File: config.mk
export PLATFORM = sky130hd
export DESIGN_NAME = mesi_bus_responder_flat
export DESIGN_NICKNAME = d
export VERILOG_FILES = /design/src/rtl/mesi_bus_if.sv /design/src/rtl/mesi_bus_responder.sv /design/src/flat_wrapper.sv
export SDC_FILE = /design/constraint.sdc
export NUM_CORES = 1
export LEC_CHECK = 0
export CAP_MARGIN = 30
export CORE_ASPECT_RATIO = 1.75
export CORE_MARGIN = 10
export CORE_UTILIZATION = 54
export DETAILED_ROUTE_END_ITERATION = 10
export GPL_TIMING_DRIVEN = 1
export PLACE_DENSITY = 0.75
export SLEW_MARGIN = 20
export SYNTH_ARGS = -nofsm -noshare
export SYNTH_HDL_FRONTEND = slang
export SYNTH_SLANG_ARGS = --single-unit
File: constraint.sdc
create_clock -name clk -period 3 [get_ports clk]
set_input_delay 0.9 -clock clk [delete_from_list [all_inputs] [get_ports clk]]
set_output_delay 0.9 -clock clk [all_outputs]
set_load 0.01 [all_outputs]
File: src/rtl/mesi_bus_if.sv
// mesi_bus_if: request, snoop and response signals between the three MESI cache
// controllers (master side) and the memory-side bus responder (slave side).
interface mesi_bus_if;
    logic [2:0]       req_valid;
    logic [2:0][1:0]  req_cmd;
    logic [2:0][4:0]  req_tag;
    logic [2:0][7:0]  req_data;
    logic [2:0]       req_ready;

    logic             snoop_valid;
    logic [1:0]       snoop_cmd;
    logic [4:0]       snoop_tag;
    logic [2:0]       snoop_mask;
    logic [2:0]       snoop_hit;
    logic [2:0]       snoop_dirty;
    logic [2:0][7:0]  snoop_data;

    logic             resp_valid;
    logic [1:0]       resp_id;
    logic [7:0]       resp_data;
    logic             resp_shared;
    logic             inv_valid;
    logic [2:0]       inv_mask;
    logic             proto_err;

    modport slave (
        input  req_valid, req_cmd, req_tag, req_data,
        input  snoop_hit, snoop_dirty, snoop_data,
        output req_ready,
        output snoop_valid, snoop_cmd, snoop_tag, snoop_mask,
        output resp_valid, resp_id, resp_data, resp_shared,
        output inv_valid, inv_mask, proto_err
    );

    modport master (
        output req_valid, req_cmd, req_tag, req_data,
        output snoop_hit, snoop_dirty, snoop_data,
        input  req_ready,
        input  snoop_valid, snoop_cmd, snoop_tag, snoop_mask,
        input  resp_valid, resp_id, resp_data, resp_shared,
        input  inv_valid, inv_mask, proto_err
    );
endinterface

File: src/rtl/mesi_bus_responder.sv
// mesi_bus_responder: memory-side responder for the three-processor MESI snooping
// bus. Round-robin arbitration, snoop broadcast, dirty-owner retirement to the
// 32x8 main memory, and fill response to the requester.
// Optional feature: define MESI_RESP_C2C_EN for cache-to-cache forwarding, where
// the dirty owner's data is returned straight from WB instead of re-reading memory.
//
//   state | meaning
//   IDLE  | waiting for any req_valid, arbitrate round-robin
//   SNOOP | broadcast snoop, sample hit/dirty/data from the other caches
//   WB    | retire dirty owner's line into memory
//   READ  | fetch fill data from memory
//   WRITE | commit a WriteBack into memory
//   RESP  | one-cycle response (and invalidate pulse for WriteMiss/Invalidate)
module mesi_bus_responder (
    input  logic      clk,
    input  logic      rst,
    mesi_bus_if.slave bus
);
    typedef enum logic [2:0] {IDLE, SNOOP, WB, READ, WRITE, RESP} state_t;

    localparam logic [1:0] CMD_READ_MISS  = 2'b00;
    localparam logic [1:0] CMD_WRITE_MISS = 2'b01;
    localparam logic [1:0] CMD_INVALIDATE = 2'b10;
    localparam logic [1:0] CMD_WRITE_BACK = 2'b11;

    state_t     state, stateNext;

    logic [1:0] lastGrant;
    logic [1:0] grantIdx;
    logic       grantFound;
    logic [1:0] probe;

    logic [1:0] curIdx;
    logic [1:0] curCmd;
    logic [4:0] curTag;
    logic [7:0] curData;
    logic [2:0] curOneHot;
    logic [2:0] curMask;

    logic [2:0] maskedHit;
    logic [2:0] maskedDirty;
    logic       multiDirty;
    logic [7:0] ownerDataNow;

    logic [2:0] hitReg;
    logic [7:0] ownerData;
    logic [7:0] respDataReg;
    logic       protoErrReg;

    logic [7:0] mem [32];

    assign curOneHot   = 3'b001 << curIdx;
    assign curMask     = ~curOneHot;
    assign maskedHit   = bus.snoop_hit & curMask;
    assign maskedDirty = bus.snoop_dirty & curMask;
    assign multiDirty  = (maskedDirty[0] & maskedDirty[1]) |
                         (maskedDirty[0] & maskedDirty[2]) |
                         (maskedDirty[1] & maskedDirty[2]);
    assign bus.proto_err = protoErrReg;

    // Round-robin pick: scan the three ports starting just after the last grant.
    always_comb begin
        grantFound = 1'b0;
        grantIdx   = 2'd0;
        probe      = lastGrant;
        for (int k = 0; k < 3; k++) begin
            probe = (probe == 2'd2) ? 2'd0 : probe + 2'd1;
            if (!grantFound && bus.req_valid[probe]) begin
                grantFound = 1'b1;
                grantIdx   = probe;
            end
        end
    end

    // Owner is the lowest-indexed cache reporting a dirty copy.
    always_comb begin
        ownerDataNow = bus.snoop_data[2];
        if (maskedDirty[0]) begin
            ownerDataNow = bus.snoop_data[0];
        end else if (maskedDirty[1]) begin
            ownerDataNow = bus.snoop_data[1];
        end
    end

    // State register.
    always_ff @(posedge clk) begin
        if (rst) begin
            state <= IDLE;
        end else begin
            state <= stateNext;
        end
    end

    // Next-state decode and state-qualified bus outputs.
    always_comb begin
        stateNext        = state;
        bus.req_ready    = 3'b000;
        bus.snoop_valid  = 1'b0;
        bus.snoop_cmd    = 2'b00;
        bus.snoop_tag    = 5'd0;
        bus.snoop_mask   = 3'b000;
        bus.resp_valid   = 1'b0;
        bus.resp_id      = 2'b00;
        bus.resp_data    = 8'd0;
        bus.resp_shared  = 1'b0;
        bus.inv_valid    = 1'b0;
        bus.inv_mask     = 3'b000;
        case (state)
            IDLE: begin
                if (grantFound) begin
                    stateNext = SNOOP;
                end
            end
            SNOOP: begin
                bus.req_ready   = curOneHot;
                bus.snoop_valid = 1'b1;
                bus.snoop_cmd   = curCmd;
                bus.snoop_tag   = curTag;
                bus.snoop_mask  = curMask;
                case (curCmd)
                    CMD_WRITE_BACK: stateNext = WRITE;
                    CMD_INVALIDATE: stateNext = RESP;
                    default:        stateNext = (|maskedDirty) ? WB : READ;
                endcase
            end
            WB: begin
`ifdef MESI_RESP_C2C_EN
                stateNext = RESP;
`else
                stateNext = READ;
`endif
            end
            READ:  stateNext = RESP;
            WRITE: stateNext = RESP;
            RESP: begin
                bus.resp_valid  = 1'b1;
                bus.resp_id     = curIdx + 2'd1;
                bus.resp_data   = (curCmd == CMD_INVALIDATE) ? 8'd0 : respDataReg;
                bus.resp_shared = (curCmd == CMD_READ_MISS) & (|hitReg);
                if (curCmd == CMD_WRITE_MISS || curCmd == CMD_INVALIDATE) begin
                    bus.inv_valid = 1'b1;
                    bus.inv_mask  = hitReg;
                end
                stateNext = IDLE;
            end
            default: stateNext = IDLE;
        endcase
    end

    // Transaction latches: grant capture, snoop sampling, fill data, sticky protocol error.
    always_ff @(posedge clk) begin
        if (rst) begin
            lastGrant   <= 2'd2;
            curIdx      <= 2'd0;
            curCmd      <= 2'b00;
            curTag      <= 5'd0;
            curData     <= 8'd0;
            hitReg      <= 3'b000;
            ownerData   <= 8'd0;
            respDataReg <= 8'd0;
            protoErrReg <= 1'b0;
        end else begin
            case (state)
                IDLE: begin
                    if (grantFound) begin
                        lastGrant <= grantIdx;
                        curIdx    <= grantIdx;
                        curCmd    <= bus.req_cmd[grantIdx];
                        curTag    <= bus.req_tag[grantIdx];
                        curData   <= bus.req_data[grantIdx];
                    end
                end
                SNOOP: begin
                    hitReg    <= maskedHit;
                    ownerData <= ownerDataNow;
                    if (multiDirty) begin
                        protoErrReg <= 1'b1;
                    end
                end
                WB: begin
`ifdef MESI_RESP_C2C_EN
                    respDataReg <= ownerData;
`endif
                end
                READ:  respDataReg <= mem[curTag];
                WRITE: respDataReg <= curData;
                default: ;
            endcase
        end
    end

    // Main memory: not reset; a reset cycle suppresses any pending write.
    always_ff @(posedge clk) begin
        if (!rst) begin
            if (state == WB) begin
                mem[curTag] <= ownerData;
            end else if (state == WRITE) begin
                mem[curTag] <= curData;
            end
        end
    end
endmodule

File: src/flat_wrapper.sv
// flat-port wrapper written by rule: the top's interface ports become plain ports
module mesi_bus_responder_flat 
  (clk, rst, bus_req_valid, bus_req_cmd, bus_req_tag, bus_req_data, bus_snoop_hit, bus_snoop_dirty, bus_snoop_data, bus_req_ready, bus_snoop_valid, bus_snoop_cmd, bus_snoop_tag, bus_snoop_mask, bus_resp_valid, bus_resp_id, bus_resp_data, bus_resp_shared, bus_inv_valid, bus_inv_mask, bus_proto_err);
  mesi_bus_if bus_i ();
  input  logic clk;
  input  logic rst;
  input wire logic [$bits(bus_i.req_valid)-1:0] bus_req_valid;
  input wire logic [$bits(bus_i.req_cmd)-1:0] bus_req_cmd;
  input wire logic [$bits(bus_i.req_tag)-1:0] bus_req_tag;
  input wire logic [$bits(bus_i.req_data)-1:0] bus_req_data;
  input wire logic [$bits(bus_i.snoop_hit)-1:0] bus_snoop_hit;
  input wire logic [$bits(bus_i.snoop_dirty)-1:0] bus_snoop_dirty;
  input wire logic [$bits(bus_i.snoop_data)-1:0] bus_snoop_data;
  output wire logic [$bits(bus_i.req_ready)-1:0] bus_req_ready;
  output wire logic [$bits(bus_i.snoop_valid)-1:0] bus_snoop_valid;
  output wire logic [$bits(bus_i.snoop_cmd)-1:0] bus_snoop_cmd;
  output wire logic [$bits(bus_i.snoop_tag)-1:0] bus_snoop_tag;
  output wire logic [$bits(bus_i.snoop_mask)-1:0] bus_snoop_mask;
  output wire logic [$bits(bus_i.resp_valid)-1:0] bus_resp_valid;
  output wire logic [$bits(bus_i.resp_id)-1:0] bus_resp_id;
  output wire logic [$bits(bus_i.resp_data)-1:0] bus_resp_data;
  output wire logic [$bits(bus_i.resp_shared)-1:0] bus_resp_shared;
  output wire logic [$bits(bus_i.inv_valid)-1:0] bus_inv_valid;
  output wire logic [$bits(bus_i.inv_mask)-1:0] bus_inv_mask;
  output wire logic [$bits(bus_i.proto_err)-1:0] bus_proto_err;
  assign bus_i.req_valid = bus_req_valid;
  assign bus_i.req_cmd = bus_req_cmd;
  assign bus_i.req_tag = bus_req_tag;
  assign bus_i.req_data = bus_req_data;
  assign bus_i.snoop_hit = bus_snoop_hit;
  assign bus_i.snoop_dirty = bus_snoop_dirty;
  assign bus_i.snoop_data = bus_snoop_data;
  assign bus_req_ready = bus_i.req_ready;
  assign bus_snoop_valid = bus_i.snoop_valid;
  assign bus_snoop_cmd = bus_i.snoop_cmd;
  assign bus_snoop_tag = bus_i.snoop_tag;
  assign bus_snoop_mask = bus_i.snoop_mask;
  assign bus_resp_valid = bus_i.resp_valid;
  assign bus_resp_id = bus_i.resp_id;
  assign bus_resp_data = bus_i.resp_data;
  assign bus_resp_shared = bus_i.resp_shared;
  assign bus_inv_valid = bus_i.inv_valid;
  assign bus_inv_mask = bus_i.inv_mask;
  assign bus_proto_err = bus_i.proto_err;
  mesi_bus_responder u_core (.clk(clk), .rst(rst), .bus(bus_i));
endmodule
Yosys cells after proc, flatten, opt, wreduce, memory -nomap -nowiden
Memory sizes are Yosys's and may differ from the RTL's. A register that Yosys moved wholly into a read port is not among the register bits.
Index checks and enable logic that the tools add are counted.
Widths: inputs -> output; s select.
{"block": "totals", "romBits": 0, "output_inout_bits": 31, "latch_bits": 0, "elab_cells": 107, "n_memories": 1, "ram_bits": 256, "inputBits": 80, "reg_bits": 42}
{"name": "u_core.mem", "depth": 32, "word_bits": 8, "rd": 1, "rd_ports_with_merged_regs": 1, "wr": 1, "line_no": "mesi_bus_responder.sv:50", "rtl": "logic [7:0] mem [32];"}
{"block": "classes", "n_bitwise": 10, "eq_ne": 12, "multipliers": 0, "n_mux": 52, "n_shift": 1, "n_div": 0, "n_reduce_logical": 13, "n_lt_le_gt_ge": 4, "addsub": 4}
{"op": "$mux 8", "count": 6}
{"op": "$mux 5", "count": 4}
{"op": "$mux 1", "count": 19}
{"op": "$mux 2", "count": 9}
{"op": "$bmux 8 s2", "count": 1}
{"op": "$pmux 8 s2", "count": 1}
{"op": "$mux 3", "count": 5}
{"op": "$lt 2x3->1 const B", "count": 4}
{"op": "$pmux 3 s4", "count": 1}
{"op": "$bmux 5 s2", "count": 1}
{"op": "$eq 2x2->1 const B", "count": 5}
{"op": "$add 2x1->2 const B", "count": 4}
{"op": "$and 3x3->3", "count": 2}
{"op": "$bmux 1 s2", "count": 3}
{"op": "$eq 3x2->1 const B", "count": 2}
{"op": "$eq 3x3->1 const B", "count": 2}
{"op": "$pmux 3 s2", "count": 1}
{"op": "$reduce_or 3->1", "count": 2}
{"op": "$and 1x1->1", "count": 4}
{"op": "$bmux 2 s2", "count": 1}
{"op": "$reduce_and 2->1", "count": 2}
{"op": "$eq 3x1->1 const B", "count": 1}
{"op": "$logic_not 3->1", "count": 1}
{"op": "$not 3->3", "count": 1}
{"op": "other kinds (10)", "count": 14}

Longest topological paths before layout
{"block": "depth", "ltp_word": 15, "ltp_mapped": 9, "ltp_nobuf": 7}

Worst setup path after synthesis
Ideal clock, no wire load.
{"block": "synth_path", "path_kind": "register -> output", "from": "register u_core.state[0]", "to": "output port bus_req_ready[0]", "path_stages_with_launch": 7, "setup_slack_ns": 0.534, "required_ns": 2.100, "n_path_buf": 3, "arrival_ns": 1.566, "cell_sequence": "dfxtp_1 -> buf_2 -> or3b_2 -> clkbuf_1 -> inv_1 -> buf_2 -> and2_1"}
{"block": "synth_between", "elab_chain_len": 2}
{"element": "from (decl)", "line_no": "mesi_bus_responder.sv:26", "rtl": "state_t state, stateNext;"}
{"element": "from (signal assigned)", "line_no": "mesi_bus_responder.sv:90", "rtl": "state <= stateNext;"}
{"element": "$eq 3x1->1", "line_no": "mesi_bus_responder.sv:108", "rtl": "case (state)"}
{"element": "$mux 3", "line_no": "mesi_bus_responder.sv:108"}
{"element": "to (decl)", "line_no": "flat_wrapper.sv:14", "rtl": "output wire logic [$bits(bus_i.req_ready)-1:0] bus_req_ready;"}
No other way between the ends.

Final worst setup path
{"block": "layout_path", "from": "register u_core.state[1]", "to": "output port bus_inv_mask[0]"}
{"block": "layout_between", "elab_chain_len": 2}
{"element": "$eq 3x3->1", "line_no": "mesi_bus_responder.sv:108"}
{"element": "$mux 3", "line_no": "mesi_bus_responder.sv:108"}
{"element": "to (decl)", "line_no": "flat_wrapper.sv:24", "rtl": "output wire logic [$bits(bus_i.inv_mask)-1:0] bus_inv_mask;"}
No other way between the ends.

==> metrics.yaml <==
outcome: "completed"
crit_arrival_ns: 2.06
drc: 0
antenna_found_initial: 0
h-tree-depth: 1
fmax_mhz: 338
clock_latency_ns: 0.53
worst-setup-path-type: "flop to output port"
grt_pass1_vias: 8410
synth_seq_cells: 302
die_w_um: 137
fin_setup_tns_ns: 0
swShare: 0.330
cap_violations: 0
start_util: 0.544
async_flop_share: 0
core_um2: 23800
drt-total-wl_um: 33300
synth_edf_count: 256
finalInstanceArea_um2: 15600
maxSlewViolCount: 0
grt_usage: 0.217
worst_slack_ns: 0.0387
synth.most_common_cell: "edfxtp_1"
cts-buffers-inserted: 25
power_density_nw_per_um2: 854
grt_max_degree: 33
netlist_instances: 859
p_int_mw: 8.93
required_ns: 2.10
netlist_area_um2: 13000
syn2layout_area_growth_pct: 20.3
ant_nets: 0
ys_types: 53
clkTransAtPathRegs_ns: 0.07
cp-start-kind: "flop"
period_minus_slack_ns: 2.96
synth_commonest_cells: "edfxtp_1 (256), mux2i_1 (87), nor2_1 (80)"
via_per_inst: 5.91
netlist_top_cells_area: "edfxtp_1 (59%), dfxtp_1 (7.1%), mux2i_1 (6.7%), mux4_2 (3.5%), nor2_1 (2.3%)"
max_slew_margin: 0.523
place_congestion: 0.952
via_count: 7996
num-nets-final: 1113
ir_worst_vdd_mv: 0.604
hold_viol: 0
drive_gt1_frac: 0.189
cts_tree: "done"
pwr-share-comb: 0.326
grt_overflow: 0
synth.yosys.seq_area_share: 0.663
crit_path_end_kind: "output port"
clkPwrFrac: 0.257
diodes: 0
hpwl_um: 24000
cp_max_fo: 5
yosys_warnings: 0
ctsRootBufferMaster: "clkbuf_16"
die_y_um: 225
cts_hold_buf: 0
hp-class: "flop to flop"
synth_top_area_share: 0.592
finalNonFillerCells: 1353
wl_per_cell_um: 24.6
syn-num-nets: 945
drt_iter0_drc: 694
cts.sinks: 302
switchingPower_mw: 4.40
final.period_utilization: 0.987
dieArea_um2: 30900
dpl_cell_area_um2: 14700
synth_top_area_cell: "edfxtp_1"
ys.flop_type: "edfxtp_1"
rsz0062_at_grt: "false"
p_leak_nw: 5.43
rows: 75
nFillCells: 1742
power.share.sequential: 0.417
dp_cells: 1294
finalSetupViolations: 0
drtPass1Iterations: 5
syn_avg_cell_area_um2: 15.1
port_buffers: 110
skew_ns: 0.00775
post-place-ws_ns: -0.0392
pin_count: 111
grt_pass1_wl_um: 49700
clk_path_buf_depth: 3
tightest_slew_ns: 0.711
## power groups by stage
stage / Sequential (mW) / Combinational (mW) / Clock [mW]
2_1_floorplan: 5.39 / 3.02 / 0
3_3_place_gp: 5.64 / 4.13 / 0
3_5_place_dp: 5.63 / 4.22 / 0
4_1_cts: 5.55 / 4.31 / 3.44
5_1_grt: 5.58 / 4.66 / 3.61
6_report: 5.56 / 4.35 / 3.42
## area by class of cell
cell class / instances / area, µm² / share of cell area
clock buffer: 33 / 686 / 0.0439
clock inverter: 12 / 171 / 0.0110
inverter: 6 / 26.3 / 0.00168
multi-input combinational: 493 / 3920 / 0.251
sequential: 302 / 8610 / 0.552
tap: 308 / 385 / 0.0247
timing repair buffer: 198 / 1800 / 0.115
timing repair inverter: 1 / 7.51 / 0.000481
## critical path, stage by stage, from the launching register on
cell,delay (ns)
dfxtp_1,0.32
buf_6,0.11
nand3b_1,0.28
inv_2,0.15
buf_4,0.12
buf_4,0.09
and3_1,0.16
dlygate4sd2_1,0.28
## final timing paths
| path | start | endpoint | slack, ns | depth (start not counted) |
|---|---|---|---|---|
| max | u_core.state[1]$_SDFFE_PP0P_ | bus_inv_mask[0] | 0.04 | 7 |
| min | u_core.bus.proto_err$_SDFFE_PP0P_ | u_core.bus.proto_err$_SDFFE_PP0P_ | 0.48 | 2 |
| max reg2reg | u_core.state[1]$_SDFFE_PP0P_ | u_core.mem[28][1]$_DFFE_PP_ | 0.41 | 7 |
| min reg2reg | u_core.bus.proto_err$_SDFFE_PP0P_ | u_core.bus.proto_err$_SDFFE_PP0P_ | 0.48 | 2 |
## cell families (layout without fill, tap and decap cells)
| logic type | after synthesis | count (layout) | share of synthesized area |
|---|---|---|---|
| AOI/OAI and AO/OA | 142 | 142 | 0.0861 |
| adders and majority gates | 7 | 7 | 0.00656 |
| buffers and inverters | 64 | 250 | 0.0351 |
| DFF | 302 | 302 | 0.663 |
| muxes | 124 | 124 | 0.122 |
| and+or+nand+nor | 220 | 220 | 0.0865 |
## state kept, by name (all words and copies together) (netlist names), named ones only
signal and count:
u_core.lastGrant 1, u_core.curCmd 2, u_core.respDataReg 8, u_core.curIdx 2
u_core.curTag 5, u_core.state 3, u_core.curData 8, u_core.hitReg 3
u_core.mem 256, u_core.ownerData 8, u_core.bus.proto_err 1
## per-stage QoR
step           hold WS (ns)  total power [mW]  utilization
3_3_place_gp          0.461              9.77        0.616
3_5_place_dp          0.465              9.85        0.616
2_1_floorplan         0.440              8.42            -
5_1_grt               0.517              13.8        0.655
6_report              0.477              13.3        0.655
4_1_cts               0.481              13.3        0.655
## metal layers
layer | routed length [µm] | vias to the layer above | part of all wire | global-route usage
met5 | 0 | - | 0 | 0
met4 | 2340 | 0 | 0.070 | 0.146
met3 | 2040 | 89 | 0.061 | 0.0440
met2 | 18000 | 344 | 0.54 | 0.392
met1 | 10900 | 3883 | 0.33 | 0.215
li1 | - | 3680 | - | -
## timing repair
item / in CTS / in global routing
buffers inserted: 10 / 2
cloned: 1 / 0
setup endpoints to repair: 28 / 11
gates resized for setup: 43 / 11
## layout by cell type (no fill, tap or decap), types with 5 or more instances in the layout
cell type        instances
clkbuf_2                 6
a21oi_1                 27
mux2_2                  12
mux4_1                   5
clkbuf_16               25
a22oi_1                 16
a211oi_1                32
o41ai_1                  6
mux2i_1                 87
nor2b_1                 17
o22ai_1                  7
a221oi_1                 7
mux4_2                  20
buf_4                   78
a221oi_2                 5
nand2b_1                 6
nor2_1                  79
clkdlybuf4s50_1         81
nand3b_1                 9
nor3_1                  13
a2111o_1                 8
buf_12                   6
ha_1                     6
and3_1                  18
a22o_1                  10
and2_1                  19
dlygate4sd2_1           21
edfxtp_1               256
clkbuf_1                 5
dfxtp_1                 43
nand2_1                 31
o31ai_1                 15
nor2_2                   9
Note: power is estimated with default switching activity, not from simulation.
